**src/rtl/mc_decode_if.sv**
```systemverilog
// Instruction-field / control-bundle interface between the instruction register side
// (master) and the multicycle ARM-subset control unit (slave).
interface mc_decode_if #(
  parameter int ALUCTRL_W = 3
);
  logic [1:0]           Op;
  logic [5:0]           Funct;
  logic [3:0]           Rd;
  logic                 MulI;
  logic [1:0]           FlagW;
  logic                 PCS;
  logic                 NextPC;
  logic                 RegW;
  logic                 MemW;
  logic                 IRWrite;
  logic                 AdrSrc;
  logic [1:0]           ResultSrc;
  logic [1:0]           ALUSrcA;
  logic [1:0]           ALUSrcB;
  logic [1:0]           ImmSrc;
  logic [1:0]           RegSrc;
  logic [ALUCTRL_W-1:0] ALUControl;
  logic [3:0]           State;

  modport master (
    output Op, Funct, Rd, MulI,
    input  FlagW, PCS, NextPC, RegW, MemW, IRWrite, AdrSrc, ResultSrc,
           ALUSrcA, ALUSrcB, ImmSrc, RegSrc, ALUControl, State
  );

  modport slave (
    input  Op, Funct, Rd, MulI,
    output FlagW, PCS, NextPC, RegW, MemW, IRWrite, AdrSrc, ResultSrc,
           ALUSrcA, ALUSrcB, ImmSrc, RegSrc, ALUControl, State
  );
endinterface

```
**src/rtl/mc_decode_unit.sv**
```systemverilog
// Multicycle ARM-subset control unit: sequencing FSM, ALU decoder, PC logic, instruction decoder.
// Optional multiply wait state enabled by defining MC_DECODE_MUL_EN.
module mc_decode_unit #(
  parameter int ALUCTRL_W  = 3,
  parameter int MUL_CYCLES = 4
) (
  input logic       clk,
  input logic       reset,
  mc_decode_if.slave bus
);

  typedef enum logic [3:0] {
    FETCH  = 4'd0,
    DECODE = 4'd1,
    MEMADR = 4'd2,
    MEMRD  = 4'd3,
    MEMWB  = 4'd4,
    MEMWR  = 4'd5,
    EXECR  = 4'd6,
    EXECI  = 4'd7,
    ALUWB  = 4'd8,
    BRANCH = 4'd9
`ifdef MC_DECODE_MUL_EN
    , MULWAIT = 4'd10
`endif
  } state_e;

  state_e     state_q, state_d, dec_state_s;
  logic [2:0] alu_code_s;
  logic       is_cmp_s, known_s, arith_s;
  logic       alu_op_s, branch_s, mul_s;
  logic       irwrite_s, nextpc_s, regw_s, memw_s, adrsrc_s;
  logic [1:0] resultsrc_s, alusrca_s, alusrcb_s, flagw_s;
  logic [2:0] aluctrl_s;

`ifdef MC_DECODE_MUL_EN
  localparam logic [3:0] MUL_INIT = 4'(MUL_CYCLES - 1);
  logic [3:0] cnt_q, cnt_d;

  // Multiply wait counter register
  always_ff @(posedge clk) begin
    if (!reset) cnt_q <= 4'd0;
    else        cnt_q <= cnt_d;
  end
`else
  logic unused_muli_s;
  assign unused_muli_s = bus.MulI;
`endif

  // State register; low reset aborts any instruction back to FETCH
  always_ff @(posedge clk) begin
    if (!reset) state_q <= FETCH;
    else        state_q <= state_d;
  end

  // ALU command decode on Funct[4:1]
  always_comb begin
    alu_code_s = 3'd0;
    is_cmp_s   = 1'b0;
    known_s    = 1'b1;
    arith_s    = 1'b0;
    case (bus.Funct[4:1])
      4'b0100: begin alu_code_s = 3'd0; arith_s = 1'b1; end
      4'b0010: begin alu_code_s = 3'd1; arith_s = 1'b1; end
      4'b1010: begin alu_code_s = 3'd1; arith_s = 1'b1; is_cmp_s = 1'b1; end
      4'b0000: alu_code_s = 3'd2;
      4'b1100: alu_code_s = 3'd3;
      4'b0001: alu_code_s = 3'd4;
      4'b1101: alu_code_s = 3'd5;
      default: known_s = 1'b0;
    endcase
  end

  // Next-state logic
  always_comb begin
    state_d = state_q;
`ifdef MC_DECODE_MUL_EN
    cnt_d   = cnt_q;
`endif
    case (state_q)
      FETCH:  state_d = DECODE;
      DECODE: begin
        case (bus.Op)
          2'b01: state_d = MEMADR;
          2'b10: state_d = BRANCH;
          2'b00: begin
            if (bus.Funct[5]) state_d = EXECI;
`ifdef MC_DECODE_MUL_EN
            else if (bus.MulI) begin
              state_d = MULWAIT;
              cnt_d   = MUL_INIT;
            end
`endif
            else state_d = EXECR;
          end
          default: state_d = FETCH;
        endcase
      end
      MEMADR: state_d = bus.Funct[0] ? MEMRD : MEMWR;
      MEMRD:  state_d = MEMWB;
      EXECR, EXECI: state_d = (is_cmp_s || !known_s) ? FETCH : ALUWB;
`ifdef MC_DECODE_MUL_EN
      MULWAIT: begin
        if (cnt_q == 4'd0) state_d = ALUWB;
        else               cnt_d   = cnt_q - 4'd1;
      end
`endif
      default: state_d = FETCH;
    endcase
  end

  // While in reset the outputs decode as FETCH with all writes suppressed
  assign dec_state_s = reset ? state_q : FETCH;

  // Moore output decode
  always_comb begin
    irwrite_s   = 1'b0;
    nextpc_s    = 1'b0;
    regw_s      = 1'b0;
    memw_s      = 1'b0;
    adrsrc_s    = 1'b0;
    resultsrc_s = 2'b00;
    alusrca_s   = 2'b00;
    alusrcb_s   = 2'b00;
    alu_op_s    = 1'b0;
    branch_s    = 1'b0;
    mul_s       = 1'b0;
    case (dec_state_s)
      FETCH: begin
        irwrite_s = reset; nextpc_s = reset;
        alusrca_s = 2'b01; alusrcb_s = 2'b10; resultsrc_s = 2'b10;
      end
      DECODE: begin alusrca_s = 2'b01; alusrcb_s = 2'b10; resultsrc_s = 2'b10; end
      MEMADR: alusrcb_s = 2'b01;
      MEMRD:  adrsrc_s = 1'b1;
      MEMWB:  begin resultsrc_s = 2'b01; regw_s = 1'b1; end
      MEMWR:  begin adrsrc_s = 1'b1; memw_s = 1'b1; end
      EXECR:  alu_op_s = 1'b1;
      EXECI:  begin alusrcb_s = 2'b01; alu_op_s = 1'b1; end
      ALUWB:  regw_s = 1'b1;
      BRANCH: begin
        alusrca_s = 2'b10; alusrcb_s = 2'b01; resultsrc_s = 2'b10; branch_s = 1'b1;
      end
`ifdef MC_DECODE_MUL_EN
      MULWAIT: mul_s = 1'b1;
`endif
      default: begin
        irwrite_s = 1'b0;
      end
    endcase
  end

  // ALU control and flag-write enables; unknown commands write nothing
  always_comb begin
    aluctrl_s = 3'd0;
    flagw_s   = 2'b00;
    if (mul_s) begin
      aluctrl_s = 3'd6;
      flagw_s   = {bus.Funct[0], 1'b0};
    end else if (alu_op_s) begin
      aluctrl_s  = alu_code_s;
      flagw_s[1] = known_s & (bus.Funct[0] | is_cmp_s);
      flagw_s[0] = known_s & (bus.Funct[0] | is_cmp_s) & arith_s;
    end else begin
      aluctrl_s = 3'd0;
    end
  end

  assign bus.IRWrite    = irwrite_s;
  assign bus.NextPC     = nextpc_s;
  assign bus.RegW       = regw_s;
  assign bus.MemW       = memw_s;
  assign bus.AdrSrc     = adrsrc_s;
  assign bus.ResultSrc  = resultsrc_s;
  assign bus.ALUSrcA    = alusrca_s;
  assign bus.ALUSrcB    = alusrcb_s;
  assign bus.FlagW      = flagw_s;
  assign bus.ALUControl = ALUCTRL_W'(aluctrl_s);
  assign bus.PCS        = ((bus.Rd == 4'hF) & regw_s) | branch_s;
  assign bus.ImmSrc     = bus.Op;
  assign bus.RegSrc     = {(bus.Op == 2'b01), (bus.Op == 2'b10)};
  assign bus.State      = state_q;

endmodule
```
**src/flat_wrapper.sv**
```systemverilog
// flat-port wrapper written by rule: the top's interface ports become plain ports
module mc_decode_unit_flat 
#(
  parameter int ALUCTRL_W  = 3,
  parameter int MUL_CYCLES = 4
)
  (clk, reset, bus_Op, bus_Funct, bus_Rd, bus_MulI, bus_FlagW, bus_PCS, bus_NextPC, bus_RegW, bus_MemW, bus_IRWrite, bus_AdrSrc, bus_ResultSrc, bus_ALUSrcA, bus_ALUSrcB, bus_ImmSrc, bus_RegSrc, bus_ALUControl, bus_State);
  mc_decode_if #(.ALUCTRL_W(ALUCTRL_W)) bus_i ();
  input logic clk;
  input logic reset;
  input wire logic [$bits(bus_i.Op)-1:0] bus_Op;
  input wire logic [$bits(bus_i.Funct)-1:0] bus_Funct;
  input wire logic [$bits(bus_i.Rd)-1:0] bus_Rd;
  input wire logic [$bits(bus_i.MulI)-1:0] bus_MulI;
  output wire logic [$bits(bus_i.FlagW)-1:0] bus_FlagW;
  output wire logic [$bits(bus_i.PCS)-1:0] bus_PCS;
  output wire logic [$bits(bus_i.NextPC)-1:0] bus_NextPC;
  output wire logic [$bits(bus_i.RegW)-1:0] bus_RegW;
  output wire logic [$bits(bus_i.MemW)-1:0] bus_MemW;
  output wire logic [$bits(bus_i.IRWrite)-1:0] bus_IRWrite;
  output wire logic [$bits(bus_i.AdrSrc)-1:0] bus_AdrSrc;
  output wire logic [$bits(bus_i.ResultSrc)-1:0] bus_ResultSrc;
  output wire logic [$bits(bus_i.ALUSrcA)-1:0] bus_ALUSrcA;
  output wire logic [$bits(bus_i.ALUSrcB)-1:0] bus_ALUSrcB;
  output wire logic [$bits(bus_i.ImmSrc)-1:0] bus_ImmSrc;
  output wire logic [$bits(bus_i.RegSrc)-1:0] bus_RegSrc;
  output wire logic [$bits(bus_i.ALUControl)-1:0] bus_ALUControl;
  output wire logic [$bits(bus_i.State)-1:0] bus_State;
  assign bus_i.Op = bus_Op;
  assign bus_i.Funct = bus_Funct;
  assign bus_i.Rd = bus_Rd;
  assign bus_i.MulI = bus_MulI;
  assign bus_FlagW = bus_i.FlagW;
  assign bus_PCS = bus_i.PCS;
  assign bus_NextPC = bus_i.NextPC;
  assign bus_RegW = bus_i.RegW;
  assign bus_MemW = bus_i.MemW;
  assign bus_IRWrite = bus_i.IRWrite;
  assign bus_AdrSrc = bus_i.AdrSrc;
  assign bus_ResultSrc = bus_i.ResultSrc;
  assign bus_ALUSrcA = bus_i.ALUSrcA;
  assign bus_ALUSrcB = bus_i.ALUSrcB;
  assign bus_ImmSrc = bus_i.ImmSrc;
  assign bus_RegSrc = bus_i.RegSrc;
  assign bus_ALUControl = bus_i.ALUControl;
  assign bus_State = bus_i.State;
  mc_decode_unit #(.ALUCTRL_W(ALUCTRL_W), .MUL_CYCLES(MUL_CYCLES)) u_core (.clk(clk), .reset(reset), .bus(bus_i));
endmodule
```
**config.mk**
```make
export PLATFORM = sky130hd
export DESIGN_NAME = mc_decode_unit_flat
export DESIGN_NICKNAME = d
export VERILOG_FILES = /design/src/rtl/mc_decode_if.sv /design/src/rtl/mc_decode_unit.sv /design/src/flat_wrapper.sv
export SDC_FILE = /design/constraint.sdc
export NUM_CORES = 1
export LEC_CHECK = 0
export ABC_CLOCK_PERIOD_IN_PS = 1500
export BUFFER_PORTS_ARGS = -buffer_cell sky130_fd_sc_hd__buf_2
export CORE_MARGIN = 1.5
export CORE_UTILIZATION = 39
export CTS_CLUSTER_DIAMETER = 60
export CTS_CLUSTER_SIZE = 14
export DETAILED_ROUTE_END_ITERATION = 16
export GPL_TIMING_DRIVEN = 0
export PLACE_DENSITY_LB_ADDON = 0.05
export SKIP_CTS_REPAIR_TIMING = 1
export SYNTH_ARGS = -nofsm -noshare
export SYNTH_HDL_FRONTEND = slang
export SYNTH_SLANG_ARGS = --single-unit
```
**constraint.sdc**
```tcl
create_clock -name clk -period 1.5 [get_ports clk]
set_input_delay 0.15 -clock clk [delete_from_list [all_inputs] [get_ports clk]]
set_output_delay 0.15 -clock clk [all_outputs]
set_load 0.01 [all_outputs]
```
==> results of run 1 <==
metal layers:
metal  track usage, %  up-vias  share of wire, %
met1             22.6      302                46
met5                0        -                 0
met3             1.67        2               5.1
met4             7.50        0               1.3
met2             28.6       24                48
li1                 -      359                 -
Yosys cell counts, drive strengths merged (2+ instances only):
library cell   n
nor2           6
a21oi          6
clkbuf         2
xor2           2
nand3b         3
or3            2
or4b           2
o21ai          5
inv            3
nand2b         2
a2bb2oi        2
nor3           4
nand2          5
or4            2
nor2b         10
buf            6
xnor2          2
dfxtp          4
metrics by stage:
step / cell area (µm²) / cells
3_5_place_dp: 746 / 129
3_3_place_gp: 746 / 129
5_1_grt: 833 / 135
2_1_floorplan: 547 / 78
4_1_cts: 768 / 132
6_report: 833 / 135
logic make-up (layout without fill, tap and decap cells):
| family | Yosys count | after routing | synth area share (%) |
|---|---|---|---|
| simple gates | 44 | 44 | 50.1 |
| flops | 4 | 4 | 14.6 |
| buf+inv | 11 | 53 | 12.8 |
| compound gates | 15 | 15 | 16.0 |
| xor+xnor | 4 | 4 | 6.41 |
cell type report:
cell class                 count  share of cell area [%]
sequential                     4                    10.2
clock buffer                   3                    2.70
multi-input combinational     63                    52.1
buffer                         7                    6.46
tap                           15                    2.25
timing repair buffer          40                    24.9
inverter                       3                    1.35
path summary, 6_finish.rpt:
kind / start / slack, ps / end
worst min register to register: u_core.bus.State[3] / 630 / u_core.bus.State[0]
worst max-delay path: u_core.bus.State[2] / 50 / bus_NextPC
worst max register to register: u_core.bus.State[2] / 100 / u_core.bus.State[0]
worst min-delay path: bus_Op[0] / 240 / u_core.bus.State[3]
where the power goes:
part           switching [µW]  internal [µW]  leakage (µW)
Sequential               17.2            119     0.0000343
Clock                    48.6           89.8     0.0000138
Combinational             111            113      0.000375
worst min-delay path, cell delays in order:
cell and delay [ps]:
buf_2 120, or4b_1 110, a21oi_1 50
==> impl_metrics.json, run 1 <==
{
  "synth_edf_count": 0,
  "io_pins": 40,
  "end_kind": "output port",
  "drt-initial-drc-count": 10,
  "yosysTopAreaCellShare_pct": 14.6,
  "clk_latency_ps": 240,
  "wl_per_cell_um": 10.5,
  "hold_path_class": "primary input to flop",
  "syn_nets": 93,
  "holdWs_ps": 237,
  "grt_overflow": 0,
  "track_usage_pct": 17.4,
  "r2r_cells": 4,
  "yosys_warnings": 0,
  "power.leakage_uw": 0.000423,
  "viasPerCell": 5.09,
  "critPathMaxFanout": 9,
  "area_growth_pct": 52.4,
  "peakVddDrop_v": 0.000420,
  "die_w_um": 40.4,
  "synth_area_leaders": "dfxtp_1 15%, nor2b_1 11%, a21oi_1 5.5%",
  "die_h_um": 40.4,
  "cts_buffers": 3,
  "outcome": "finished, final reports clean",
  "htreeDepth": 1,
  "post-route-min-period_ps": 1450,
  "hold_depth": 3,
  "critPathArrivalTime_ps": 1300,
  "async_flop_share_pct": 0,
  "power_uw": 499,
  "cp.depth": 5,
  "root_buffer": "clkbuf_4",
  "first_pass_iters": 4,
  "fill_cells": 137,
  "grt_pass1_vias": 470,
  "final_util_pct": 64.0,
  "crit_slowest_cell": "dfxtp_2",
  "path_buf_inv": 3,
  "final_max_slew_viol_count": 0,
  "setup_viol": 0,
  "drc": 0,
  "place_congestion": 0.727,
  "final_cell_mix": "38 x buf_2, 10 x nor2b_1, 6 x nor2_1, 6 x buf_4, 5 x a21oi_1",
  "maxSlewHeadroom_pct": 69.7,
  "final_common_cell": "buf_2",
  "max_freq_mhz": 689,
  "grt_max_degree": 11,
  "cts_num_sinks": 4,
  "crit_family": "simple AND/OR/NAND/NOR gates",
  "syn_inst": 78,
  "yosys_register_bits": 4,
  "skew_ps": 5.25,
  "cp.required_ps": 1350,
  "cts_buffer_depth": 2,
  "tightestPinTransition_ps": 450,
  "rsz0062_at_grt": "yes",
  "finalSetupTns_ps": 0,
  "drt_wl_total_um": 1420,
  "cap_violations": 0,
  "die-area_um2": 1640,
  "clk_pin_slew_worst_paths_ps": 40,
  "power_density_nw_per_um2": 598,
  "largest_register_ffs": 4,
  "synth_top_area_cell": "dfxtp_1",
  "syn_area_um2": 547,
  "setup_slack_ps": 47.9,
  "avgSynthCellArea_um2": 7.01,
  "start_kind": "flop",
  "multi_input_area_um2": 434,
  "worstSetupPathType": "flop to output port",
  "start_util_pct": 42.0,
  "final_nets": 137,
  "yosysUniqueCellTypes": 32,
  "pre_cts_slack_ps": 28.3,
  "synth-seq-area-share_pct": 14.6,
  "core_area_um2": 1300,
  "drive_above_1_share_pct": 54.2,
  "vias": 687,
  "grt_pass1_wl_um": 1940,
  "row_count": 13,
  "min_period_over_period_pct": 96.8,
  "max_stage_delay_ps": 310,
  "antenna_found_initial": 0,
  "regArea_um2": 85.1,
  "cts_tree": "done",
  "hold_viol": 0,
  "antenna_left": 0,
  "synth_top_flop_cell": "dfxtp_1",
  "dp_hpwl_um": 1040,
  "n_antenna_cell": 0,
  "io_buffers": 36,
  "path_cells": "buf_6 > or2_4 > nor2_1 > buf_4 > buf_2"
}
Power figures use the tool's default switching activity.
==> run 2, diff against run 1 <==
PLACE_DENSITY_LB_ADDON = 0.08   (was 0.05)
==> impl_metrics.json, run 2 (synthesis gave the netlist of run 1 again) <==
{
  "grt_overflow": 0,
  "row_count": 13,
  "core_area_um2": 1300,
  "critPathMaxFanout": 5,
  "cts_buffers": 3,
  "root_buffer": "clkbuf_4",
  "worstSetupPathType": "flop to output port",
  "place_congestion": 0.697,
  "io_buffers": 36,
  "regArea_um2": 85.1,
  "grt_pass1_vias": 488,
  "drc": 0,
  "r2r_cells": 4,
  "startpoint": "u_core.bus.State[1]",
  "hold_depth": 3,
  "regToRegSetupSlack_ps": 70,
  "crit_slowest_cell": "dfxtp_2",
  "antenna_found_initial": 0,
  "largest_register_ffs": 4,
  "numPlacedInstances": 129,
  "cts_buffer_depth": 2,
  "clk_pin_slew_worst_paths_ps": 40,
  "area_growth_pct": 51.3,
  "final_nets": 138,
  "crit_family": "flip-flops",
  "post-route-min-period_ps": 1440,
  "start_util_pct": 42.0,
  "cap_violations": 0,
  "vias": 690,
  "p_clk_share_pct": 26.4,
  "dp_hpwl_um": 1070,
  "rsz0062_at_grt": "yes",
  "hold_viol": 0,
  "cts_tree": "done",
  "fill_cells": 134,
  "comb_power_share_pct": 45.4,
  "grt_max_degree": 11,
  "die_w_um": 40.4,
  "peakVddDrop_v": 0.000361,
  "htreeDepth": 1,
  "n_antenna_cell": 0,
  "switching_share_pct": 34.4,
  "finalSetupTns_ps": 0,
  "r2r_end": "u_core.bus.State[3]",
  "topRoutingLayerUsed": "met3",
  "power.leakage_uw": 0.000425,
  "cp.required_ps": 1350,
  "multi_input_area_um2": 423,
  "start_kind": "flop",
  "pre_cts_slack_ps": 8.93,
  "drt-initial-drc-count": 7,
  "hold_path_class": "primary input to flop",
  "min_period_over_period_pct": 96.0,
  "p_int_uw": 316,
  "final_max_slew_viol_count": 0,
  "io_pins": 40,
  "power_density_nw_per_um2": 583,
  "die-area_um2": 1640,
  "critPathArrivalTime_ps": 1290,
  "final_common_cell": "buf_2",
  "max_freq_mhz": 694,
  "setup_slack_ps": 59.7,
  "end_kind": "output port",
  "skew_ps": 0.0606,
  "maxSlewHeadroom_pct": 64.8,
  "final_cell_mix": "39 x buf_2, 10 x nor2b_1, 6 x a21oi_1, 6 x nor2_1, 6 x buf_4",
  "drive_above_1_share_pct": 52.9,
  "tightestPinTransition_ps": 522,
  "grt_pass1_wl_um": 2020,
  "holdWs_ps": 255,
  "outcome": "finished, final reports clean",
  "wl_met1_um": 699,
  "dr_wl_met2_um": 704,
  "wl_per_cell_um": 11.0,
  "hp-start": "bus_Op[0]",
  "r2r-start": "u_core.bus.State[2]",
  "setup_viol": 0,
  "p_seq_share_pct": 28.2,
  "path_buf_inv": 2,
  "p_switching_uw": 166,
  "die_h_um": 40.4,
  "antenna_left": 0,
  "path_cells": "buf_6 > and3b_2 > nand2_4 > a211oi_1 > buf_2",
  "first_pass_iters": 4,
  "wl_met3_um": 89,
  "track_usage_pct": 18.2,
  "drt_wl_total_um": 1490,
  "clk_latency_ps": 230,
  "finalNonFillerCells": 136,
  "max_stage_delay_ps": 340,
  "viasPerCell": 5.07,
  "min_to": "u_core.bus.State[2]",
  "cts_num_sinks": 4
}
[run 2: how the worst max path moves through the flow]
| stage | endpoint | slack [ps] | cells past startpoint |
|---|---|---|---|
| after global placement | u_core.bus.State[0] | 50 | 5 |
| after floorplan | bus_ResultSrc[1] | 40 | 5 |
| after CTS | bus_ResultSrc[1] | -110 | 6 |
| after detailed placement | u_core.bus.State[3] | 9 | 5 |
| final | bus_FlagW[0] | 60 | 5 |
| after global routing | bus_ALUSrcB[0] | -20 | 5 |
[run 2: worst min-delay path, stage by stage]
cell     delay [ps]
buf_2           120
or4_1           110
a21oi_1          50
[run 2: stage by stage]
step	instance area [µm²]	total power, µW	utilization (%)
2_1_floorplan	547	264	-
3_3_place_gp	746	332	57.3
3_5_place_dp	746	338	57.3
4_1_cts	768	467	59.0
5_1_grt	827	529	63.6
6_report	827	482	63.6
[run 2: layout make-up]
type / count / area share, %
well taps: 15 / 2.27
repair buffers: 41 / 25.7
multi-input cells: 63 / 51.1
plain buffers: 7 / 6.51
inverters: 3 / 1.36
flip-flops and latches: 4 / 10.3
clock buffers: 3 / 2.72
[run 2: layer usage]
metal	vias up	track usage (%)
li1	357	-
met1	307	23.7
met2	26	29.0
met3	0	3.89
met4	0	6.67
met5	-	0
[run 2: power groups by stage]
stage | clock [µW] | sequential [µW] | combinational, µW
2_1_floorplan | 0 | 135 | 129
3_3_place_gp | 0 | 133 | 200
3_5_place_dp | 0 | 133 | 205
4_1_cts | 130 | 131 | 206
5_1_grt | 146 | 137 | 246
6_report | 127 | 136 | 219
==> run 3, diff against run 2 <==
BUFFER_PORTS_ARGS = -buffer_cell sky130_fd_sc_hd__clkbuf_2   (was -buffer_cell sky130_fd_sc_hd__buf_2)
==> impl_metrics.json, run 3 (synthesis gave the netlist of run 1 again) <==
{
  "hold_path_class": "primary input to flop",
  "io_pins": 40,
  "cap_violations": 0,
  "hold_viol": 0,
  "antenna_found_initial": 0,
  "power_density_nw_per_um2": 601,
  "vias": 718,
  "antenna_left": 0,
  "drt-initial-drc-count": 17,
  "post-route-min-period_ps": 1440,
  "viasPerCell": 5.32,
  "first_pass_iters": 4,
  "grt_overflow": 0,
  "max_freq_mhz": 694,
  "fill_cells": 130,
  "cp.required_ps": 1350,
  "final_cell_mix": "32 x clkbuf_2, 10 x nor2b_1, 6 x a21oi_1, 6 x buf_2, 6 x buf_4",
  "die_h_um": 40.4,
  "track_usage_pct": 17.8,
  "grt_pass1_vias": 494,
  "drt_wl_total_um": 1400,
  "final_max_slew_viol_count": 0,
  "clk_pin_slew_worst_paths_ps": 40,
  "dp_hpwl_um": 1020,
  "skew_ps": 5.27,
  "wl_per_cell_um": 10.3,
  "drc": 0,
  "worstSetupPathType": "flop to output port",
  "critPathArrivalTime_ps": 1290,
  "largest_register_ffs": 4,
  "final_util_pct": 63.0,
  "power_uw": 493,
  "finalNonFillerCells": 135,
  "power.leakage_uw": 0.000412,
  "drive_above_1_share_pct": 52.5,
  "peakVddDrop_v": 0.000338,
  "grt_max_degree": 11,
  "end_kind": "output port",
  "regArea_um2": 85.1,
  "maxSlewHeadroom_pct": 69.6,
  "root_buffer": "clkbuf_4",
  "tightestPinTransition_ps": 452,
  "final_common_cell": "clkbuf_2",
  "cts_buffer_depth": 2,
  "setup_viol": 0,
  "multi_input_area_um2": 420,
  "clk_latency_ps": 240,
  "io_buffers": 36,
  "start_kind": "flop",
  "critPathMaxFanout": 5,
  "final_nets": 137,
  "die_w_um": 40.4,
  "start_util_pct": 42.0,
  "cts_buffers": 3,
  "cts_tree": "done",
  "area_growth_pct": 49.9,
  "setup_slack_ps": 59.4,
  "outcome": "finished, final reports clean",
  "grt_pass1_wl_um": 2010,
  "row_count": 13,
  "place_congestion": 0.709,
  "die-area_um2": 1640,
  "cts_num_sinks": 4,
  "pre_cts_slack_ps": 29.9,
  "htreeDepth": 1,
  "min_period_over_period_pct": 96.0,
  "numPlacedInstances": 129,
  "n_antenna_cell": 0,
  "core_area_um2": 1300
}
-- run 3: cell types whose count changed in the layout (fill, tap and decap cells not counted), sizes merged --
cell	before	now
buf	47	14
clkbuf	4	36
-- run 3: per-stage QoR --
stage	hold slack (ps)	instance area, µm²	TNS [ps]
floorplan	330	547	0
global placement	495	746	0
detailed placement	506	746	0
CTS	264	768	-213
global route	294	820	-12.7
finish	256	820	0
-- run 3: critical path, stage by stage (launching register included) --
cell and delay (ps):
dfxtp_2 330, buf_6 120, and4bb_2 300, nand2_2 70, o31ai_1 70, buf_2 170
-- run 3: layout make-up --
type	count	share of cell area, %
sequential	4	10.4
tap	15	2.29
multi-input combinational	63	51.3
timing repair buffer	40	25.3
inverter	3	1.37
clock buffer	3	2.75
buffer	7	6.56
-- run 3: final timing paths --
kind                                           from             endpoint  cells past startpoint  slack (ps)
worst max-delay path            u_core.bus.State[1]              bus_PCS                      5          60
worst max register to register  u_core.bus.State[2]  u_core.bus.State[3]                      4         110
worst min-delay path                   bus_Funct[5]  u_core.bus.State[0]                      4         260
worst min register to register  u_core.bus.State[3]  u_core.bus.State[0]                      2         620
-- run 3: where the power goes --
| group | internal [µW] | total, µW | switching [µW] |
|---|---|---|---|
| clock network | 89.7 | 137 | 47.4 |
| registers | 119 | 135 | 16.3 |
| logic | 110 | 221 | 111 |
| total | 318 | 493 | 175 |
-- run 3: layer usage --
layer	routed length (µm)	track usage, %	up-vias
met3	102	3.33	2
met2	676	28.2	32
met1	606	24.1	325
met4	10	5.00	0
met5	0	0	-
li1	-	-	359
